===== src/rtl/button_debounce_multi.sv =====
// Multi-channel button debouncer: per-channel two-flop synchroniser, bounce filter,
// press/release pulses and a hold FSM for long-press and auto-repeat pulses.
module button_debounce_multi #(
  parameter int NUM_CH          = 4,
  parameter int DEBOUNCE_TIME   = 250_000,
  parameter int LONG_PRESS_TIME = 25_000_000,
  parameter int REPEAT_TIME     = 0,
  parameter bit ACTIVE_LOW      = 1'b0
) (
  input  logic              i_Clk,
  input  logic              i_Reset,
  input  logic [NUM_CH-1:0] i_Switch,
  output logic [NUM_CH-1:0] o_State,
  output logic [NUM_CH-1:0] o_Press_Pulse,
  output logic [NUM_CH-1:0] o_Release_Pulse,
  output logic [NUM_CH-1:0] o_Long_Pulse
);

  localparam int DW       = $clog2(DEBOUNCE_TIME + 1);
  localparam int HOLD_MAX = (LONG_PRESS_TIME > REPEAT_TIME) ? LONG_PRESS_TIME : REPEAT_TIME;
  localparam int HW       = $clog2(HOLD_MAX + 1);
  localparam bit REP_EN   = (REPEAT_TIME > 0);

  localparam logic [DW-1:0] DEB_LAST  = DW'(DEBOUNCE_TIME - 1);
  localparam logic [HW-1:0] LONG_LAST = HW'(LONG_PRESS_TIME - 1);
  localparam logic [HW-1:0] REP_LAST  = HW'((REPEAT_TIME > 0) ? (REPEAT_TIME - 1) : 0);

  typedef enum logic [1:0] {
    S_RELEASED  = 2'd0,
    S_PRESSED   = 2'd1,
    S_LONG_HELD = 2'd2
  } hold_state_t;

  for (genvar g = 0; g < NUM_CH; g++) begin : g_ch
    logic          r_sync1;
    logic          r_sync2;
    logic [DW-1:0] r_deb_cnt;
    logic          r_state;
    logic          r_press;
    logic          r_release;
    logic          r_long;
    logic [HW-1:0] r_hold_cnt;
    logic [HW-1:0] w_hold_cnt_nxt;
    hold_state_t   r_hold_state;
    hold_state_t   w_hold_state_nxt;
    logic          w_level;
    logic          w_disagree;
    logic          w_accept;
    logic          w_press_ev;
    logic          w_release_ev;
    logic          w_long_fire;

    assign w_level      = r_sync2 ^ ACTIVE_LOW;
    assign w_disagree   = (w_level != r_state);
    assign w_accept     = w_disagree && (r_deb_cnt == DEB_LAST);
    assign w_press_ev   = w_accept && w_level;
    assign w_release_ev = w_accept && !w_level;

    // Synchroniser resets to the idle pin level so reset never looks like a press
    always_ff @(posedge i_Clk) begin
      if (i_Reset) begin
        r_sync1 <= ACTIVE_LOW;
        r_sync2 <= ACTIVE_LOW;
      end else begin
        r_sync1 <= i_Switch[g];
        r_sync2 <= r_sync1;
      end
    end

    always_ff @(posedge i_Clk) begin
      if (i_Reset) begin
        r_deb_cnt <= '0;
        r_state   <= 1'b0;
        r_press   <= 1'b0;
        r_release <= 1'b0;
      end else begin
        r_press   <= w_press_ev;
        r_release <= w_release_ev;
        if (w_accept) begin
          r_deb_cnt <= '0;
          r_state   <= w_level;
        end else if (w_disagree) begin
          r_deb_cnt <= r_deb_cnt + DW'(1);
        end else begin
          r_deb_cnt <= '0;
        end
      end
    end

    always_ff @(posedge i_Clk) begin
      if (i_Reset) begin
        r_hold_state <= S_RELEASED;
        r_hold_cnt   <= '0;
        r_long       <= 1'b0;
      end else begin
        r_hold_state <= w_hold_state_nxt;
        r_hold_cnt   <= w_hold_cnt_nxt;
        r_long       <= w_long_fire;
      end
    end

    always_comb begin
      w_hold_state_nxt = r_hold_state;
      case (r_hold_state)
        S_RELEASED: begin
          if (w_press_ev) w_hold_state_nxt = S_PRESSED;
          else            w_hold_state_nxt = S_RELEASED;
        end
        S_PRESSED: begin
          if (w_release_ev)                  w_hold_state_nxt = S_RELEASED;
          else if (r_hold_cnt == LONG_LAST)  w_hold_state_nxt = S_LONG_HELD;
          else                               w_hold_state_nxt = S_PRESSED;
        end
        S_LONG_HELD: begin
          if (w_release_ev) w_hold_state_nxt = S_RELEASED;
          else              w_hold_state_nxt = S_LONG_HELD;
        end
        default: w_hold_state_nxt = S_RELEASED;
      endcase
    end

    // A release accepted on the same edge suppresses any long/repeat pulse
    always_comb begin
      w_long_fire    = 1'b0;
      w_hold_cnt_nxt = '0;
      case (r_hold_state)
        S_RELEASED: begin
          w_hold_cnt_nxt = '0;
        end
        S_PRESSED: begin
          if (w_release_ev) begin
            w_hold_cnt_nxt = '0;
          end else if (r_hold_cnt == LONG_LAST) begin
            w_long_fire    = 1'b1;
            w_hold_cnt_nxt = '0;
          end else begin
            w_hold_cnt_nxt = r_hold_cnt + HW'(1);
          end
        end
        S_LONG_HELD: begin
          if (w_release_ev || !REP_EN) begin
            w_hold_cnt_nxt = '0;
          end else if (r_hold_cnt == REP_LAST) begin
            w_long_fire    = 1'b1;
            w_hold_cnt_nxt = '0;
          end else begin
            w_hold_cnt_nxt = r_hold_cnt + HW'(1);
          end
        end
        default: begin
          w_long_fire    = 1'b0;
          w_hold_cnt_nxt = '0;
        end
      endcase
    end

    assign o_State[g]         = r_state;
    assign o_Press_Pulse[g]   = r_press;
    assign o_Release_Pulse[g] = r_release;
    assign o_Long_Pulse[g]    = r_long;
  end

endmodule


===== config.mk =====
export PLATFORM = sky130hd
export DESIGN_NAME = button_debounce_multi
export DESIGN_NICKNAME = d
export VERILOG_FILES = /design/src/rtl/button_debounce_multi.sv
export SDC_FILE = /design/constraint.sdc
export NUM_CORES = 1
export LEC_CHECK = 0
export CAP_MARGIN = 20
export CORE_MARGIN = 8
export CORE_UTILIZATION = 58
export DETAILED_ROUTE_END_ITERATION = 10
export PLACE_DENSITY = 0.72
export SYNTH_ARGS = -nofsm -noshare
export SYNTH_HDL_FRONTEND = slang
export SYNTH_SLANG_ARGS = --single-unit

===== constraint.sdc =====
create_clock -name i_Clk -period 2.7 [get_ports i_Clk]
set_input_delay 0.54 -clock i_Clk [delete_from_list [all_inputs] [get_ports i_Clk]]
set_output_delay 0.54 -clock i_Clk [all_outputs]
set_load 0.01 [all_outputs]

==> results.md, run 1 <==
- Post-DRT Antenna Nets: 0
- Via count: 7629
- 1st-pass router iterations: 5
- Yosys cell types: 58
- Final Cycle Share: 84.26%
- Finish-stage setup viols: 0
- Post-CTS Resized: 0
- RSZ-0062 raised after global routing: false
- Hold Worst Slack: about 0.43 ns
- Post-route minimum period: between 2 and 2.5 ns
- CP Max Fanout: 14
- Worst-case reg-to-reg path depth: 5
- Worst reg2reg setup slack: around 0.43 ns
- Die Wd: between 100 and 150 µm
- Reg clk slew, reported paths: 0.06 ns
- Average size of a mapped cell: around 9 µm²
- Num rows: 46
- First-pass GRT wire length: ~32000 µm
- CP arrival: around 2.7 ns
- Status: complete, no violations
- Remaining Overflow, GRT: 0
- CP Capture Type: flop
- Vias in the first global route: just over 7000
- Worst R2R End: g_ch[2].r_hold_cnt[22]
- Gpl congestion: 0.8238
- Pwr/cell area: between 500 and 600 mW/mm²
- Post-layout util: between 60% and 70%
- Setup Skew: roughly 0.015 ns
- Syn Inst Count: about 1100
- Final number of hold-violating endpoints: 0
- Layout area overhead: 10.97%
- Ant diodes: 0
- Core ar.: 0.01594 mm²
- Die ar.: 0.02067 mm²
- Startpoint Class: flop
- Clock buffer depth: 3
- GRT Util Overall: between 10% and 20%
- Layout Nets: 1100
- Footprint of the multi-input gates: ~0.0050 mm²
- EDFF count, synth: 0
- Slew HR: a little under a third
- Die Height: between 100 and 150 µm
- Sink Count: 204
- Syn nets: about 1100
- Fraction of registers with async set/reset: 0%
- MaxCap Viol Count: 0
- F_max: between 400 and 500 MHz
- Leading area contributor after synthesis: dfxtp_1
- Most frequent cell after synthesis: dfxtp_1
- DR WL/cell: ~14 µm
- Netlist Area Pre-Place: approximately 0.0095 mm²
- Static Leak: roughly 0.0029 µW
- Initial drt markers: around 480
- Hold Crit Class: flop to flop
- FF+latch area: a little over 0.004 mm²
- Worst-Margin Slew: 1.048 ns
- Dpl hpwl: ~12000 µm
- Ys flop type: dfxtp_1
- Io pins: 22
- # H-tree levels: 1
- Layout cells sized above 1: under 10%
- Synth top area share: around 43%
- Post-DP Area: 0.009787 mm²
- CTS tree: done
- Fillers: between 1000 and 1500
- DRC viols: 0
- Synth top area cells: dfxtp_1, xnor2_1, nor3_1
- Number of vias per cell: around 5.8
- Port Buffers: 21
- VDD IR max: 0.4828 mV
- Clock Latency Late Sink: around 0.50 ns
- Hold Path Origin: g_ch[0].r_sync1
- Hold Path Depth: 1
- Setup TNS: 0 ns
- Critical R2R Launch: g_ch[2].r_hold_cnt[0]
- Synth Register Bits: approximately 200
- Drt total wl: between 15000 and 20000 µm
- YS warnings: 0
- Register area share after synthesis: a little over two fifths
- Root Buffer: clkbuf_16
- Largest net degree at the start of global routing: 28
- Final non-filler cell area: roughly 0.011 mm²
- CTS Hold Buffers Added: 0
- Commonest cells post-synth: dfxtp_1, nor2_1, nor3_1
- CTS Buf Count: 22
- Hold Crit Endpoint: g_ch[0].r_sync2
- Max Slew Vio Count: 0
- Initial Utilization: 59.40%
- Crit path kind: flop to flop
- Initial antenna violation count: 0
- Data required, critical path: slightly above 3 ns
- Setup Buffers After CTS: 0
where the power goes:
group	internal [µW]	switching [µW]	leakage [µW]
Clock	1840	1150	0.000348
Combinational	29.2	60.0	0.000954
Sequential	3020	8.58	0.00164
state kept, by name (all words and copies together), names as in the netlist:
signal / flops
g_ch.r_release: 4
g_ch.r_hold_state: 8
g_ch.r_hold_cnt: 100
g_ch.r_state: 4
g_ch.r_long: 4
g_ch.r_press: 4
g_ch.r_deb_cnt: 72
g_ch.r_sync2: 4
g_ch.r_sync1: 4
critical path, stage by stage (launching register included):
cell      delay [ns]
dfxtp_1         0.38
ha_1            0.25
nand2_1         0.13
or4_1           0.68
or4_1           0.52
a211oi_1        0.23
cells by family (layout without fill, tap and decap cells):
family                     Yosys count  after routing  synth area share (%)
AOI/OAI and AO/OA                  139            139                 9.922
xor gates and xnor gates           105            105                 9.711
adders and majority gates            8              8                 1.057
buffers and inverters               91            107                 4.518
DFF                                204            204                 43.12
and+or+nand+nor                    534            534                 31.67
metrics by stage:
stage,power (µW),setup slack (ns),instances
floorplan,3153,0.6338,1081
global placement,3185,0.4172,1278
detailed placement,3186,0.3574,1278
CTS,6176,0.4258,1313
global route,6309,0.2168,1313
finish,6110,0.4250,1313
cells in the final DEF (no fill, tap or decap), drive strengths merged, types with 8 or more instances in the layout:
cell / count
or4: 40
buf: 17
and3: 20
or3: 35
dfxtp: 204
xor2: 31
o31ai: 27
nor4: 32
o21ai: 35
a21oi: 19
a211oi: 43
clkbuf: 30
xnor2: 74
nand4: 47
nor2b: 12
and4: 11
inv: 34
nor3: 84
ha: 8
nand2: 58
nor2: 90
clkdlybuf4s50: 21
nor4b: 10
nand3: 64
worst max path at each step:
stage                                  end             startpoint  slack, ns
CTS                 g_ch[0].r_hold_cnt[24]  g_ch[0].r_hold_cnt[0]       0.43
finish              g_ch[2].r_hold_cnt[22]  g_ch[2].r_hold_cnt[0]       0.43
floorplan           g_ch[0].r_hold_cnt[17]  g_ch[0].r_hold_cnt[9]       0.63
global route        g_ch[2].r_hold_cnt[24]  g_ch[2].r_hold_cnt[0]       0.22
detailed placement  g_ch[2].r_hold_cnt[20]                i_Reset       0.36
global placement    g_ch[2].r_hold_cnt[17]                i_Reset       0.42
area by class of cell:
type | instances | area share [%]
clock inverters | 5 | 0.7620
flip-flops and latches | 204 | 38.86
repair buffers | 38 | 3.215
inverters | 34 | 1.214
clock buffers | 30 | 6.108
multi-input cells | 786 | 47.27
well taps | 216 | 2.572
metal layers:
layer	share of wire (%)	GRT usage (%)
met5	0	0
met4	2.0	4.925
met3	3.1	2.621
met2	46	29.82
met1	49	24.41
No activity file was read; power rests on OpenSTA's default activity.
==> run 2, diff against run 1 <==
Settings changed: CORE_UTILIZATION 58 to 56, PLACE_DENSITY 0.72 to 0.73.
Clock period 2.7 ns to 1.8 ns, I/O delays scaled along.
==> run 2 against run 1 <==
Net effect:
- the run now ends with setup timing left
- power rose by 65%
- final cell count rose by 14%
- wire length rose by 30%
- combinational power rose to 2.6 times the previous value
- via count rose by 15%
- global-route usage rose by 2.2 points
- critical path depth did not move
- clock skew fell by 0.0030 ns
- fmax rose by 18%
- hold slack barely moved
- first-iteration DRC count fell by 14%
- sequential share of layout area fell by 6.7 points
- largest cell class unchanged
- largest power group is now clock
==> results.md, run 2 (same netlist as run 1, synthesis figures left out) <==
- Status: finished with violations
- Violated checks: setup timing
- Largest net degree at the start of global routing: 28
- Setup Skew: between 0.01 and 0.015 ns
- Ant diodes: 0
- Clock buffer depth: 3
- Crit path kind: flop to flop
- Worst-Margin Slew: ~0.68 ns
- # H-tree levels: 1
- Post-route minimum period: a little under 2 ns
- Placed cell count: 1437
- Die Wd: 146.0 µm
- Via count: slightly below 9000
- Num rows: 47
- MaxCap Viol Count: 0
- Dpl hpwl: 14510 µm
- 1st-pass router iterations: 5
- Final number of hold-violating endpoints: 0
- RSZ-0062 raised after global routing: true
- Root Buffer: clkbuf_16
- Drt total wl: between 20000 and 25000 µm
- Post-DRT Antenna Nets: 0
- Met1 Use GR: between 20 and 30%
- Number of vias per cell: between 5 and 6
- Layout area overhead: 36.83%
- CP Capture Type: flop
- CP arrival: around 2.3 ns
- Startpoint Class: flop
- Layout cells sized above 1: 32.73%
- Layout Nets: 1275
- Cell Count, Final, Fillers Out: between 1000 and 1500
- Io pins: 22
- Worst stage delay on the critical path: between 0.5 and 0.6 ns
- DRC viols: 0
- Core ar.: 0.01658 mm²
- Max Slew Vio Count: 0
- Sink Count: between 200 and 250
- CTS tree: done
- DR WL/cell: roughly 16 µm
- F_max: approximately 520 MHz
- Data required, critical path: roughly 2.2 ns
- First-pass GRT wire length: 38290 µm
- Finish-stage setup viols: 54
- Critical path's top delay family: simple AND/OR/NAND/NOR gates
- CP Max Fanout: 14
- Hold Crit Class: input pin to flop
- Vias in the first global route: about 8400
- Pwr/cell area: ~780 mW/mm²
- Fillers: 1087
- Met2 GRT Util: between 30% and 40%
- Final WS setup: -0.1276 ns
- Slowest cell on crit path: or4b_4
- Slew HR: a little over half
- Place WS: -0.1311 ns
- Remaining Overflow, GRT: 0
- Initial Utilization: 57.11%
- Largest regs: g_ch.r_hold_cnt: 100 flops, g_ch.r_deb_cnt: 72 flops, g_ch.r_hold_state: 8 flops
- GRT Util Overall: between 20% and 30%
- Max reg flops: 100
- Cell Chain, Critical Path: or4b_4, or4_4, nor4_4, buf_6, nor3_1
- Initial drt markers: between 400 and 500
- Met3 Usage GRT: under 10%
- Port Buffers: 21
- VDD IR max: 0.9668 mV
- Initial antenna violation count: 0
- Reg clk slew, reported paths: roughly 0.07 ns
- Most Crowded Layer GR: met2
- Static Leak: approximately 0.0043 µW
- Buf+Inv Stages, Crit Path: 1
- Commonest non-fill, non-tap cells in the layout: buf_4, dfxtp_1, nor2_1
- Clock Latency Late Sink: roughly 0.5 ns
- CTS Hold Buffers Added: 0
- Die Height: about 150 µm
- Final Cycle Share: 107.1%
- Largest reg by FF count: g_ch.r_hold_cnt
- Die ar.: between 0.02 and 0.025 mm²
- CTS Buf Count: 22
- Gpl congestion: slightly above 0.8
- Commonest non-fill, non-tap cell in the layout: buf_4
## run 2: changes by cell type in the layout (fill, tap and decap cells not counted), sizes merged
| cell | delta |
|---|---|
| buf | +173 |
| bufinv | +5 |
| clkdlybuf4s50 | -5 |
| clkinv | +3 |
| clkinvlp | -1 |
| dlygate4sd2 | +4 |
| dlymetal6s2s | +1 |
## run 2: power breakdown
group	switching (µW)	total, µW	internal (µW)
sequential	12.6	4530	4520
combinational	149	235	86.9
clock	1840	5300	3450
total	2000	10100	8060
## run 2: cell type report
cell class / instances / area (µm²) / area share [%]
multi-input combinational: 786 / 5728 / 44.20
inverter: 34 / 127.6 / 0.9848
clock buffer: 28 / 624.3 / 4.818
clock inverter: 12 / 237.7 / 1.835
tap: 220 / 275.3 / 2.124
sequential: 204 / 4161 / 32.11
timing repair buffer: 213 / 1804 / 13.92
## run 2: final timing paths
kind | startpoint | to | slack (ns) | cells past startpoint
worst max-delay path | g_ch[0].r_hold_cnt[9] | g_ch[0].r_hold_cnt[15] | -0.13 | 5
worst max register to register | g_ch[0].r_hold_cnt[9] | g_ch[0].r_hold_cnt[15] | -0.13 | 5
worst min register to register | g_ch[1].r_sync1 | g_ch[1].r_sync2 | 0.45 | 1
worst min-delay path | i_Switch[2] | g_ch[2].r_sync1 | 0.44 | 2
## run 2: repair_timing
| item | CTS | global route |
|---|---|---|
| resized for setup | 73 | 98 |
| cloned | 3 | 2 |
| buffers inserted | 4 | 12 |
| endpoints found under the setup margin | 92 | 110 |
| pin swaps | 19 | 54 |
## run 2: per-layer routing
layer / share of wire (%) / wire [µm] / up-vias
li1: - / - / 4344
met1: 45 / 10690 / 4179
met2: 49 / 11820 / 197
met3: 3.7 / 890 / 40
met4: 2.4 / 566 / 0
met5: 0 / 0 / -
## run 2: worst register-to-register path, delay by kind of cell (launching register included)
family,cells,cell delay [ns]
buffers and inverters,1,0.22
DFF,1,0.34
and+or+nand+nor,4,1.25
## run 2: through the flow
step / power (µW) / hold slack (ns) / TNS (ns) / utilization, % / area, µm²
after floorplan: 4733 / 0.4138 / -1.576 / - / 9709
after global placement: 4808 / 0.4213 / -3.051 / 67.50 / 11190
after detailed placement: 4809 / 0.4282 / -5.495 / 67.50 / 11190
after CTS: 10100 / 0.4227 / -2.320 / 74.87 / 12420
after global routing: 10330 / 0.4257 / -7.307 / 78.14 / 12960
final: 10060 / 0.4352 / -3.445 / 78.14 / 12960
==> run 3, diff against run 2 <==
Settings changed: CORE_UTILIZATION 56 to 40, PLACE_DENSITY 0.73 to 0.55.
==> run 3 against run 2 <==
Net effect:
- the flow still finishes with violations (setup timing)
- largest power group unchanged
- fmax up 1.2%
- clock-buffer cell count grew 3
- critical path type unchanged
- sequential power hardly changed
- sequential share of layout area is 1.3 points lower
- wire length down 1.0%
- power down 4.7%
- hold slack lost 0.021 ns
- critical endpoint is now g_ch[0].r_hold_cnt[5]
==> results.md, run 3 (same netlist as run 1, synthesis figures left out) <==
- Status: finished with violations
- Violated checks: setup timing
- Commonest non-fill, non-tap cell in the layout: buf_4
- Die Height: between 150 and 200 µm
- Core ar.: approximately 0.023 mm²
- Io pins: 22
- CP Max Fanout: 6
- Fillers: around 2100
- Largest reg by FF count: g_ch.r_hold_cnt
- Ant diodes: 0
- Static Leak: around 0.0045 µW
- Data required, critical path: between 2 and 2.5 ns
- Critical R2R Launch: g_ch[0].r_hold_cnt[9]
- DR WL/cell: around 14 µm
- RSZ-0062 raised after global routing: true
- Layout area overhead: 42.45%
- Initial Utilization: between 40 and 50%
- Drt total wl: between 20000 and 25000 µm
- CTS Buf Count: 24
- First-pass GRT wire length: about 39000 µm
- Die ar.: 0.02886 mm²
- Worst-case reg-to-reg path depth: 5
- CTS Hold Buffers Added: 0
- Initial antenna violation count: 0
- Vias in the first global route: 8092
- Place WS: -0.3604 ns
- DRC viols: 0
- Largest regs: g_ch.r_hold_cnt: 100 flops, g_ch.r_deb_cnt: 72 flops, g_ch.r_hold_state: 8 flops
- Hold Path Origin: i_Switch[3]
- Hold Crit Class: input pin to flop
- Die Wd: between 150 and 200 µm
- Largest net degree at the start of global routing: 28
- Setup Skew: approximately 0.016 ns
- Worst stage delay on the critical path: 0.51 ns
- Buf+Inv Stages, Crit Path: 1
- # H-tree levels: 1
- Root Buffer: clkbuf_16
- Worst-Margin Slew: 0.5795 ns
- Hold Crit Endpoint: g_ch[3].r_sync1
- Gpl congestion: 0.7908
- Final WS setup: -0.1046 ns
- Crit path kind: flop to flop
- CP Capture Type: flop
- Commonest non-fill, non-tap cells in the layout: buf_4, dfxtp_1, nor2_1
- Max reg flops: 100
- Final Cycle Share: 105.8%
- Footprint of the multi-input gates: between 0.005 and 0.006 mm²
- Layout cells sized above 1: between 30% and 40%
- Final number of hold-violating endpoints: 0
- Remaining Overflow, GRT: 0
- Dpl hpwl: between 15000 and 20000 µm
- CP arrival: roughly 2.3 ns
- Post-route minimum period: about 1.9 ns
- Worst R2R End: g_ch[0].r_hold_cnt[5]
- Cell Chain, Critical Path: or4b_1, or4_4, nor4_4, buf_4, nor3_1
- Pwr/cell area: between 700 and 800 mW/mm²
- Post-DRT Antenna Nets: 0
- Num rows: 56
- Clock Latency Late Sink: between 0.5 and 0.6 ns
- Port Buffers: 21
- 1st-pass router iterations: 7
- Worst reg2reg setup slack: -0.10 ns
- Sink Count: slightly above 200
- Clock buffer depth: 3
- Finish-stage setup viols: 63
- Final non-filler cell area: 0.01349 mm²
- Initial drt markers: 466
- Slew HR: about three fifths
- MaxCap Viol Count: 0
- Total Power: ~9600 µW
- FF+latch area: around 0.0042 mm²
- Reg clk slew, reported paths: 0.06 ns
- VDD IR max: 0.6999 mV
- F_max: approximately 530 MHz
- Post-DP Area: approximately 0.012 mm²
- Critical path's top delay family: simple AND/OR/NAND/NOR gates
- Startpoint Class: flop
- Via count: slightly below 9000
- CTS tree: done
- GRT Util Overall: between 10% and 20%
- Layout Nets: 1323
- Max Slew Vio Count: 0
- Slowest cell on crit path: or4b_1
- Number of vias per cell: approximately 5.3
- Hold Path Depth: 2
run 3: cell types whose count changed in the layout (fill, tap and decap cells not counted), sizes merged, moves of 2 or more:
cell,change
clkinv,+2
or3,+2
bufinv,-5
buf,+40
clkbuf,+5
run 3: what timing repair did:
| action | in CTS | in global routing |
|---|---|---|
| resized for setup | 55 | 141 |
| cloned | 4 | 7 |
| buffers inserted | 17 | 8 |
| setup endpoints to repair | 110 | 133 |
| pin swaps | 22 | 52 |
run 3: report_power, final:
| group | switching [µW] | internal, µW | total (µW) |
|---|---|---|---|
| Sequential | 12.4 | 4520 | 4530 |
| Clock | 1890 | 2930 | 4820 |
| Combinational | 141 | 93.1 | 234 |
run 3: how the worst max path moves through the flow:
stage	startpoint	endpoint	slack (ns)	cells after the start
detailed placement	g_ch[2].r_deb_cnt[5]	g_ch[2].r_hold_cnt[9]	-0.36	4
global route	g_ch[0].r_hold_cnt[9]	g_ch[0].r_hold_cnt[24]	-0.18	5
finish	g_ch[0].r_hold_cnt[9]	g_ch[0].r_hold_cnt[5]	-0.10	5
CTS	g_ch[0].r_hold_cnt[9]	g_ch[0].r_hold_cnt[22]	-0.1	5
global placement	g_ch[2].r_deb_cnt[5]	g_ch[2].r_hold_cnt[4]	-0.34	4
floorplan	g_ch[0].r_hold_cnt[1]	g_ch[0].r_hold_cnt[16]	-0.08	6
run 3: metrics by stage:
| stage | cells | hold WS (ns) | utilization (%) | TNS, ns |
|---|---|---|---|---|
| 3_3_place_gp | 1568 | 0.4191 | 49.49 | -13.69 |
| 5_1_grt | 1643 | 0.4127 | 57.82 | -7.670 |
| 2_1_floorplan | 1081 | 0.4138 | - | -1.576 |
| 6_report | 1643 | 0.4146 | 57.82 | -3.546 |
| 3_5_place_dp | 1568 | 0.4278 | 49.49 | -15.07 |
| 4_1_cts | 1630 | 0.3927 | 54.50 | -2.570 |
run 3: layer usage:
layer  up-vias  GRT usage, %  wire (µm)
met2       107         25.62      10930
met4         0         4.117        461
li1       4447             -          -
met1      4127         21.11      11560
met5         -             0          0
met3        37         2.294        770
run 3: worst register-to-register path, cell delays in order (launching register included):
cell and delay, ns:
dfxtp_2 0.33, or4b_1 0.51, or4_4 0.44, nor4_4 0.22, buf_4 0.23, nor3_1 0.06
run 3: area by class of cell:
type / count / area share (%)
clock buffers: 31 / 5.027
clock inverters: 10 / 0.7976
inverters: 34 / 0.9460
multi-input cells: 790 / 43.48
flip-flops and latches: 204 / 30.83
well taps: 319 / 2.959
repair buffers: 255 / 15.96
